File: config.mk
export PLATFORM = sky130hd
export DESIGN_NAME = dna_axi_lite_master
export DESIGN_NICKNAME = d
export VERILOG_FILES = /design/src/rtl/dna_axi_lite_pkg.sv /design/src/rtl/dna_axi_lite_master.sv
export SDC_FILE = /design/constraint.sdc
export NUM_CORES = 1
export LEC_CHECK = 0
export BUFFER_PORTS_ARGS = -buffer_cell sky130_fd_sc_hd__buf_2
export CAP_MARGIN = 20
export CORE_UTILIZATION = 40
export DETAILED_ROUTE_END_ITERATION = 8
export PLACE_DENSITY = 0.79
export SYNTH_ARGS = -nofsm -noshare
export SYNTH_HDL_FRONTEND = slang
export SYNTH_SLANG_ARGS = --single-unit
File: constraint.sdc
create_clock -name clk -period 4.5 [get_ports clk]
set_input_delay 0.45 -clock clk [delete_from_list [all_inputs] [get_ports clk]]
set_output_delay 0.45 -clock clk [all_outputs]
set_load 0.01 [all_outputs]
File: src/rtl/dna_axi_lite_pkg.sv
// Shared types and constants for the DNA AXI-Lite initiator.
`timescale 1ns/1ps
package dna_axi_lite_pkg;

    // Transaction sequencing states; one transaction in flight at a time.
    typedef enum logic [2:0] {
        ST_IDLE    = 3'd0,
        ST_WR_REQ  = 3'd1,
        ST_WR_RESP = 3'd2,
        ST_RD_REQ  = 3'd3,
        ST_RD_RESP = 3'd4,
        ST_RSP     = 3'd5
    } state_e;

    // AXI response codes.
    localparam logic [1:0] RESP_OKAY   = 2'b00;
    localparam logic [1:0] RESP_EXOKAY = 2'b01;
    localparam logic [1:0] RESP_SLVERR = 2'b10;
    localparam logic [1:0] RESP_DECERR = 2'b11;

    // Anything other than OKAY, EXOKAY included, is reported to the requester as an error.
    function automatic logic resp_is_err(input logic [1:0] resp);
        return resp != RESP_OKAY;
    endfunction

endpackage

File: src/rtl/dna_axi_lite_master.sv
// Single-outstanding AXI-Lite initiator: local command in, AXI-Lite transaction out,
// completion (status + read data) back to the requester.
`timescale 1ns/1ps
module dna_axi_lite_master
    import dna_axi_lite_pkg::*;
#(
    parameter int ADDR_WIDTH = 32,
    parameter int DATA_WIDTH = 32
) (
    input  logic                    clk,
    input  logic                    reset,
    // command side
    input  logic                    i_cmd_valid,
    output logic                    o_cmd_ready,
    input  logic                    i_cmd_we,
    input  logic [ADDR_WIDTH-1:0]   i_cmd_addr,
    input  logic [DATA_WIDTH-1:0]   i_cmd_wdata,
    input  logic [DATA_WIDTH/8-1:0] i_cmd_wstrb,
    // completion side
    output logic                    o_rsp_valid,
    input  logic                    i_rsp_ready,
    output logic [DATA_WIDTH-1:0]   o_rsp_rdata,
    output logic                    o_rsp_err,
    // AXI write address
    output logic [ADDR_WIDTH-1:0]   o_axi_awaddr,
    output logic                    o_axi_awvalid,
    input  logic                    i_axi_awready,
    // AXI write data
    output logic [DATA_WIDTH-1:0]   o_axi_wdata,
    output logic [DATA_WIDTH/8-1:0] o_axi_wstrb,
    output logic                    o_axi_wvalid,
    input  logic                    i_axi_wready,
    // AXI write response
    input  logic [1:0]              i_axi_bresp,
    input  logic                    i_axi_bvalid,
    output logic                    o_axi_bready,
    // AXI read address
    output logic [ADDR_WIDTH-1:0]   o_axi_araddr,
    output logic                    o_axi_arvalid,
    input  logic                    i_axi_arready,
    // AXI read data
    input  logic [DATA_WIDTH-1:0]   i_axi_rdata,
    input  logic [1:0]              i_axi_rresp,
    input  logic                    i_axi_rvalid,
    output logic                    o_axi_rready
);

    localparam int STRB_W = DATA_WIDTH / 8;

    state_e                  state_q, state_d;
    logic [ADDR_WIDTH-1:0]   addr_q, addr_d;
    logic [DATA_WIDTH-1:0]   wdata_q, wdata_d;
    logic [STRB_W-1:0]       wstrb_q, wstrb_d;
    logic                    awvalid_q, awvalid_d;
    logic                    wvalid_q, wvalid_d;
    logic                    arvalid_q, arvalid_d;
    logic                    bready_q, bready_d;
    logic                    rready_q, rready_d;
    logic                    rsp_valid_q, rsp_valid_d;
    logic [DATA_WIDTH-1:0]   rdata_q, rdata_d;
    logic                    err_q, err_d;

    // Next-state and next-output decode; every output flop is loaded with the value it
    // must show in the state being entered, so all AXI/response outputs come straight off flops.
    always_comb begin
        state_d     = state_q;
        addr_d      = addr_q;
        wdata_d     = wdata_q;
        wstrb_d     = wstrb_q;
        awvalid_d   = awvalid_q;
        wvalid_d    = wvalid_q;
        arvalid_d   = arvalid_q;
        bready_d    = bready_q;
        rready_d    = rready_q;
        rsp_valid_d = rsp_valid_q;
        rdata_d     = rdata_q;
        err_d       = err_q;

        case (state_q)
            ST_IDLE: begin
                if (i_cmd_valid) begin
                    addr_d  = i_cmd_addr;
                    wdata_d = i_cmd_wdata;
                    wstrb_d = i_cmd_wstrb;
                    if (i_cmd_we) begin
                        state_d   = ST_WR_REQ;
                        awvalid_d = 1'b1;
                        wvalid_d  = 1'b1;
                    end else begin
                        state_d   = ST_RD_REQ;
                        arvalid_d = 1'b1;
                    end
                end
            end

            ST_WR_REQ: begin
                // AW and W retire independently, in either order or together.
                if (awvalid_q && i_axi_awready) awvalid_d = 1'b0;
                if (wvalid_q && i_axi_wready)   wvalid_d  = 1'b0;
                if (!awvalid_d && !wvalid_d) begin
                    state_d  = ST_WR_RESP;
                    bready_d = 1'b1;
                end
            end

            ST_WR_RESP: begin
                if (i_axi_bvalid) begin
                    bready_d    = 1'b0;
                    rdata_d     = '0;
                    err_d       = resp_is_err(i_axi_bresp);
                    rsp_valid_d = 1'b1;
                    state_d     = ST_RSP;
                end
            end

            ST_RD_REQ: begin
                if (i_axi_arready) begin
                    arvalid_d = 1'b0;
                    rready_d  = 1'b1;
                    state_d   = ST_RD_RESP;
                end
            end

            ST_RD_RESP: begin
                if (i_axi_rvalid) begin
                    rready_d    = 1'b0;
                    rdata_d     = i_axi_rdata;
                    err_d       = resp_is_err(i_axi_rresp);
                    rsp_valid_d = 1'b1;
                    state_d     = ST_RSP;
                end
            end

            ST_RSP: begin
                // rdata/err stay put until the requester takes the completion.
                if (i_rsp_ready) begin
                    rsp_valid_d = 1'b0;
                    state_d     = ST_IDLE;
                end
            end

            default: begin
                state_d     = ST_IDLE;
                awvalid_d   = 1'b0;
                wvalid_d    = 1'b0;
                arvalid_d   = 1'b0;
                bready_d    = 1'b0;
                rready_d    = 1'b0;
                rsp_valid_d = 1'b0;
            end
        endcase
    end

    // State and output registers; reset abandons any in-flight AXI transaction.
    always_ff @(posedge clk or posedge reset) begin
        if (reset) begin
            state_q     <= ST_IDLE;
            addr_q      <= '0;
            wdata_q     <= '0;
            wstrb_q     <= '0;
            awvalid_q   <= 1'b0;
            wvalid_q    <= 1'b0;
            arvalid_q   <= 1'b0;
            bready_q    <= 1'b0;
            rready_q    <= 1'b0;
            rsp_valid_q <= 1'b0;
            rdata_q     <= '0;
            err_q       <= 1'b0;
        end else begin
            state_q     <= state_d;
            addr_q      <= addr_d;
            wdata_q     <= wdata_d;
            wstrb_q     <= wstrb_d;
            awvalid_q   <= awvalid_d;
            wvalid_q    <= wvalid_d;
            arvalid_q   <= arvalid_d;
            bready_q    <= bready_d;
            rready_q    <= rready_d;
            rsp_valid_q <= rsp_valid_d;
            rdata_q     <= rdata_d;
            err_q       <= err_d;
        end
    end

    // Command ready is decoded from state, masked while reset is held so it rises
    // only once reset has been released.
    always_comb begin
        o_cmd_ready = (state_q == ST_IDLE) && !reset;
    end

    assign o_axi_awaddr  = addr_q;
    assign o_axi_araddr  = addr_q;
    assign o_axi_awvalid = awvalid_q;
    assign o_axi_wdata   = wdata_q;
    assign o_axi_wstrb   = wstrb_q;
    assign o_axi_wvalid  = wvalid_q;
    assign o_axi_arvalid = arvalid_q;
    assign o_axi_bready  = bready_q;
    assign o_axi_rready  = rready_q;
    assign o_rsp_valid   = rsp_valid_q;
    assign o_rsp_rdata   = rdata_q;
    assign o_rsp_err     = err_q;

endmodule

==> results.md, run 1 <==
- Initial DRC count: 171
- Post-DR wirelength/cell: 13.6 um
- Most common cell after layout, fill and taps aside: buf_2
- Max rail drop VDD: 323 uV
- Worst-margin pin slew: roughly 0.85 ns
- TritonCTS buffer count: 9
- Routability-driven placement congestion ratio: approximately 0.8
- Total iterations of the first detailed-routing run: 6
- Synthesis-stage register bit count: 110
- Fmax: 0.430 GHz
- Post-synthesis cell count: 379
- Min Clock Period, post-route: 2.32 ns
- Crit path to: o_rsp_rdata[25]
- Clk Latency, worst-skew pair: 0.34 ns
- Synth Cell Area: about 0.0048 mm2
- Congestion Overflow GR: 0
- # H-tree levels: 3
- Vias in the first global route: 3525
- Clk buf depth: 2
- Routed wire length: 10100 um
- Critical setup path kind: flop to flop
- Fin cells: approximately 750
- Setup crit end kind: flop
- Pre-CTS setup slack: about 2.2 ns
- Largest net degree at the start of global routing: 70
- Row count: 39
- Die ar.: 0.0124 mm2
- CTS tree: built
- Final Cycle Share: 51.6%
- R2R depth: 4
- Nets: 711
- Reg2reg end: o_rsp_rdata[25]
- Setup_tns: 0 ns
- Initial antenna violation count: 0
- Port Buf Inserts: 253
- GRT Overall Usage: 16.8%
- Final Hold Vio Count: 0
- Inst Count DP: approximately 730
- Type of the worst min-delay path: primary input to asynchronous set/reset pin
- Worst relative slew slack: a little over two fifths
- RSZ-0062 raised after global routing: false
- Worst Path Max Fanout: 19
- Setup crit start: state_q[1]
- Outcome: finished, violations left
- WP data arrival: 2.58 ns
- Syn Area/Cell: about 13 um2
- Leak: ~3.1 nW
- First-pass GRT wire length: between 15000 and 20000 um
- EDFF count, synth: 0
- DRC viols: 20
- Critical Path RT: 4.76 ns
- Tot Pwr: 4.47 mW
- Vias per cell: 4.73
- Clock sinks: 110
- CP Launch Type: flop
- Die W: approximately 110 um
- Ys async rst share: 100%
- I/O pin count: ~250
- Vias: 3526
- DIE HEIGHT: around 110 um
- Final worst slack: 2.18 ns
- Pwr Density: 717 mW/mm2
- Synth unique cells: 34
- Sequential cell area fraction in the yosys report: 57.4%
- Setup Fix Bufs, Post-CTS: 0
- Max Cap Violations: 0
- Core area: approximately 0.012 mm2
- Ant. Diodes: 0
- Failing checks: DRC
- Antenna-violating nets left: 0
- R2R setup slack: 2.18 ns
- Clk_skew: 0.00487 ns
- Clk slew on worst S/H paths: approximately 0.07 ns
- Setup violations, final: 0
- Share of layout cells above drive strength 1: 56.0%
- Worst r2r src: state_q[1]
- Initial core utilization: 41.5%
- Ys flop type: dfrtp_1
- Most frequent cells in the layout: buf_2 (253), dfrtp_1 (110), mux2_2 (60), nand2_1 (38), inv_1 (35)
- CTS root buf: clkbuf_16
- Hold bufs inserted after CTS: 0
- Net Count, Synth: 493
- Cts repair resizes: 0
- Max Slew Vio Count: 0
- Detail Placement HPWL: 7670 um
- Fillers: 1011
- Synth warn: 0
- Area Growth Syn to Fin: 30.1%
kinds of logic after synthesis:
group | count (synthesis) | share of synthesized area (%)
buf+inv | 86 | 9.99
simple gates | 57 | 5.84
mux | 103 | 23.3
flops | 110 | 57.4
compound gates | 23 | 3.50
synthesized netlist by cell type, types with 2 or more instances:
master,count,area share [%]
o21a_1,2,0.31
clkbuf_1,2,0.16
dfrtp_1,110,57
buf_2,11,1.1
inv_1,36,2.8
mux2i_1,34,7.1
nand2_1,38,3.0
buf_4,36,5.6
o21ai_0,3,0.31
nor2_1,4,0.31
a211oi_1,2,0.31
nor2b_1,4,0.52
a21oi_1,4,0.42
nand3b_1,3,0.47
a22o_1,2,0.37
nand2b_1,3,0.39
mux2_2,60,14
mux2_1,9,2.1
per-stage QoR:
stage	cell area, um2	hold WS (ns)	util, %
finish	6240	0.212	54.0
global route	6240	0.283	54.0
CTS	6240	0.230	54.0
detailed placement	5940	0.488	51.4
global placement	5940	0.482	51.4
floorplan	4800	0.532	-
sequential cells by signal (all words and copies together), names as in the netlist, 3 cells and up:
name,count
o_axi_araddr,32
o_axi_wdata,32
o_rsp_rdata,32
o_axi_wstrb,4
state_q,3
layer usage:
layer  track usage [%]  wire length (um)  vias up
li1                  -                 -     1660
met3              3.32               627       15
met1              19.3              3910     1700
met5                 0                 0        -
met2              30.5              5380      151
met4              7.03               185        0
where the power goes:
group	switching [mW]	internal (mW)
logic	0.954	0.953
clock network	0.332	0.437
registers	0.327	1.47
worst min path at each step:
stage                       from      endpoint  slack (ns)
floorplan           o_axi_rready  o_axi_rready        0.53
global placement    o_axi_rready  o_axi_rready        0.48
detailed placement  o_axi_rready  o_axi_rready        0.49
CTS                        reset  o_axi_bready        0.23
global route               reset  o_axi_bready        0.28
finish                     reset  o_axi_bready        0.21
critical path: stages, from the launching register on:
cell and delay [ns]:
dfrtp_1 0.71, nand3b_1 0.21, a21oi_4 0.68, buf_4 0.39, mux2i_1 0.24
layout make-up:
class | instances | area, um2 | share of cell area [%]
tap | 143 | 179 | 2.87
multi-input combinational | 183 | 1580 | 25.3
timing repair buffer | 257 | 1300 | 20.8
clock inverter | 2 | 13.8 | 0.220
clock buffer | 14 | 284 | 4.55
inverter | 36 | 138 | 2.20
sequential | 110 | 2750 | 44.1
Power figures use the tool's default switching activity.
==> run 2: changes to the inputs <==
--- a/config.mk
+++ b/config.mk
@@ -9,7 +9,7 @@
 export CAP_MARGIN = 20
 export CORE_UTILIZATION = 40
 export DETAILED_ROUTE_END_ITERATION = 8
-export PLACE_DENSITY = 0.79
+export PLACE_DENSITY = 0.82
 export SYNTH_ARGS = -nofsm -noshare
 export SYNTH_HDL_FRONTEND = slang
 export SYNTH_SLANG_ARGS = --single-unit
==> constraint.sdc (replaced) <==
create_clock -name clk -period 2 [get_ports clk]
set_input_delay 0.2 -clock clk [delete_from_list [all_inputs] [get_ports clk]]
set_output_delay 0.2 -clock clk [all_outputs]
set_load 0.01 [all_outputs]
==> run 2 against run 1 <==
  * The flow still finishes with violations (DRC)
  * Critical path depth is 1 higher
  * Via count up 0.14%
  * Highest routed layer unchanged
  * Routed wire length up 2.9%
  * Sequential cell count stayed put
==> results.md, run 2 (synthesis gave the netlist of run 1 again) <==
- Outcome: finished, violations left (unchanged)
- Failing checks: DRC (unchanged)
- Crit path cell chain: buf_4, nand3b_1, a21oi_4, buf_12, mux2i_1 (was nand3b_1, a21oi_4, buf_4, mux2i_1)
- Die ar.: 0.0124 mm2 (unchanged)
- TritonCTS buffer count: 9 (unchanged)
- Fin util: 54.6% (was 54.0%)
- Pre-CTS setup slack: 0.313 ns (was 2.16 ns)
- CTS tree: built (unchanged)
- Setup crit end kind: flop (unchanged)
- CP Buf/Inv Count: 2 (was 1)
- Critical Path RT: 2.25 ns (was 4.76 ns)
- Vias: 3531 (was 3526)
- Core area: 0.0116 mm2 (unchanged)
- Setup violations, final: 0 (unchanged)
- Row count: 39 (unchanged)
- R2R depth: 5 (was 4)
- Max rail drop VDD: 671 uV (was 323 uV)
- Fin cells: 751 (was 745)
- DIE HEIGHT: 112 um (unchanged)
- Hold Startpoint: i_cmd_addr[1]
- Nets: 718 (was 711)
- Vias per cell: 4.70 (was 4.73)
- Final worst slack: 0.290 ns (was 2.18 ns)
- Max Cap Violations: 0 (unchanged)
- Critical setup path kind: flop to flop (unchanged)
- Routability-driven placement congestion ratio: 0.811 (was 0.778)
- Initial core utilization: 41.5% (unchanged)
- DRC viols: 19 (was 20)
- I/O pin count: 254 (unchanged)
- Most frequent cells in the layout: buf_2 (253), dfrtp_1 (110), mux2_2 (60), nand2_1 (38), inv_1 (35) (unchanged)
- Routed wire length: 10400 um (was 10100 um)
- Hold path depth: 2
- Min Clock Period, post-route: 1.71 ns (was 2.32 ns)
- Fillers: 1005 (was 1011)
- Port Buf Inserts: 253 (unchanged)
- Inst Count DP: 735 (was 729)
- Tot Pwr: 10.1 mW (was 4.47 mW)
- Design Area, Final: 0.00632 mm2 (was 0.00624 mm2)
- # H-tree levels: 3 (unchanged)
- Pwr Density: 1600 mW/mm2 (was 717 mW/mm2)
- Critical path's top delay family: flip-flops (unchanged)
- Worst Hold Path EP: o_axi_araddr[1]
- Type of the worst min-delay path: primary input to flop (was primary input to asynchronous set/reset pin)
- Clk_skew: 0.00702 ns (was 0.00487 ns)
- Worst r2r src: state_q[1] (unchanged)
- Ant. Diodes: 0 (unchanged)
- RSZ-0062 raised after global routing: false (unchanged)
- Max Slew Vio Count: 0 (unchanged)
- Setup_tns: 0 ns (unchanged)
- CP max stage delay: 0.46 ns (was 0.71 ns)
- Share of layout cells above drive strength 1: 55.9% (was 56.0%)
- Placed Area: 0.00604 mm2 (was 0.00594 mm2)
- First-pass GRT wire length: 17500 um (was 16600 um)
- Post-DR wirelength/cell: 13.8 um (was 13.6 um)
- Clock sinks: 110 (unchanged)
- Final Cycle Share: 85.5% (was 51.6%)
- Die W: 112 um (unchanged)
- Final Hold Vio Count: 0 (unchanged)
- WP data arrival: 1.96 ns (was 2.58 ns)
- Clk slew on worst S/H paths: 0.07 ns (about the same)
- Total iterations of the first detailed-routing run: 6 (unchanged)
- Critical-path top delay cell: dfrtp_1 (unchanged)
- R2R setup slack: 0.29 ns (was 2.18 ns)
- Largest net degree at the start of global routing: 65 (was 70)
- CTS root buf: clkbuf_16 (unchanged)
- Leak: 3.16 nW (was 3.13 nW)
- CP Launch Type: flop (unchanged)
- Congestion Overflow GR: 0 (unchanged)
- Initial DRC count: 144 (was 171)
- Most common cell after layout, fill and taps aside: buf_2 (unchanged)
- Worst Path Max Fanout: 24 (was 19)
- Vias in the first global route: 3677 (was 3525)
- Initial antenna violation count: 0 (unchanged)
- Area Growth Syn to Fin: 31.7% (was 30.1%)
- Fmax: 0.585 GHz (was 0.430 GHz)
- Antenna-violating nets left: 0 (unchanged)
- Worst relative slew slack: 61.5% (was 43.2%)
- Reg2reg end: o_rsp_rdata[29] (was o_rsp_rdata[25])
- Detail Placement HPWL: 7850 um (was 7670 um)
- Worst-margin pin slew: 0.577 ns (was 0.851 ns)
- Cts repair resizes: 0 (unchanged)
- GRT Overall Usage: 17.6% (was 16.8%)
- Clk buf depth: 2 (unchanged)
- Hold slack: 0.0717 ns (was 0.212 ns)
- Clk Latency, worst-skew pair: 0.34 ns (about the same)
-- run 2: worst reg2reg max path, stage by stage (launching register included) --
cell	delay, ns
dfrtp_1	0.46
buf_4	0.22
nand3b_1	0.21
a21oi_4	0.26
buf_12	0.24
mux2i_1	0.24
-- run 2: area by class of cell --
type	instances	area, um2	area share [%]
Inverter	36	139	2.20
Clock inverter	1	5.00	0.0792
Clock buffer	14	264	4.18
Timing Repair Buffer	264	1400	22.2
Sequential cell	110	2750	43.6
Tap cell	143	179	2.83
Multi-Input combinational cell	183	1580	25.0
-- run 2: power breakdown --
| group | internal, mW | switching, mW | total, mW | leakage, nW |
|---|---|---|---|---|
| clock network | 0.906 | 0.737 | 1.64 | 0.133 |
| registers | 3.32 | 0.646 | 3.96 | 1.36 |
| logic | 2.24 | 2.28 | 4.52 | 1.66 |
-- run 2: worst max-delay path by stage --
stage | start | end | slack, ns | depth (start not counted)
2_1_floorplan | state_q[1] | o_axi_araddr[0] | 0.37 | 5
3_3_place_gp | state_q[1] | o_axi_wdata[23] | 0.35 | 3
3_5_place_dp | state_q[1] | o_rsp_rdata[29] | 0.31 | 5
4_1_cts | state_q[1] | o_rsp_rdata[29] | 0.29 | 5
5_1_grt | state_q[1] | o_rsp_rdata[29] | 0.16 | 5
6_report | state_q[1] | o_rsp_rdata[29] | 0.29 | 5
-- run 2: layer usage --
layer	track usage [%]	vias to the layer above	wire [um]	part of all wire, %
met5	0	-	0	0
met4	7.93	0	204	2.0
met3	3.76	17	703	6.8
met2	31.3	166	5350	51
met1	20.4	1677	4140	40
li1	-	1671	-	-
-- run 2: what timing repair did --
item / 4_1_cts / 5_1_grt
hold endpoints to repair: 64 / 0
setup endpoints to repair: 0 / 0
buffers inserted: 0 / 0
hold buffers: 1 / 0
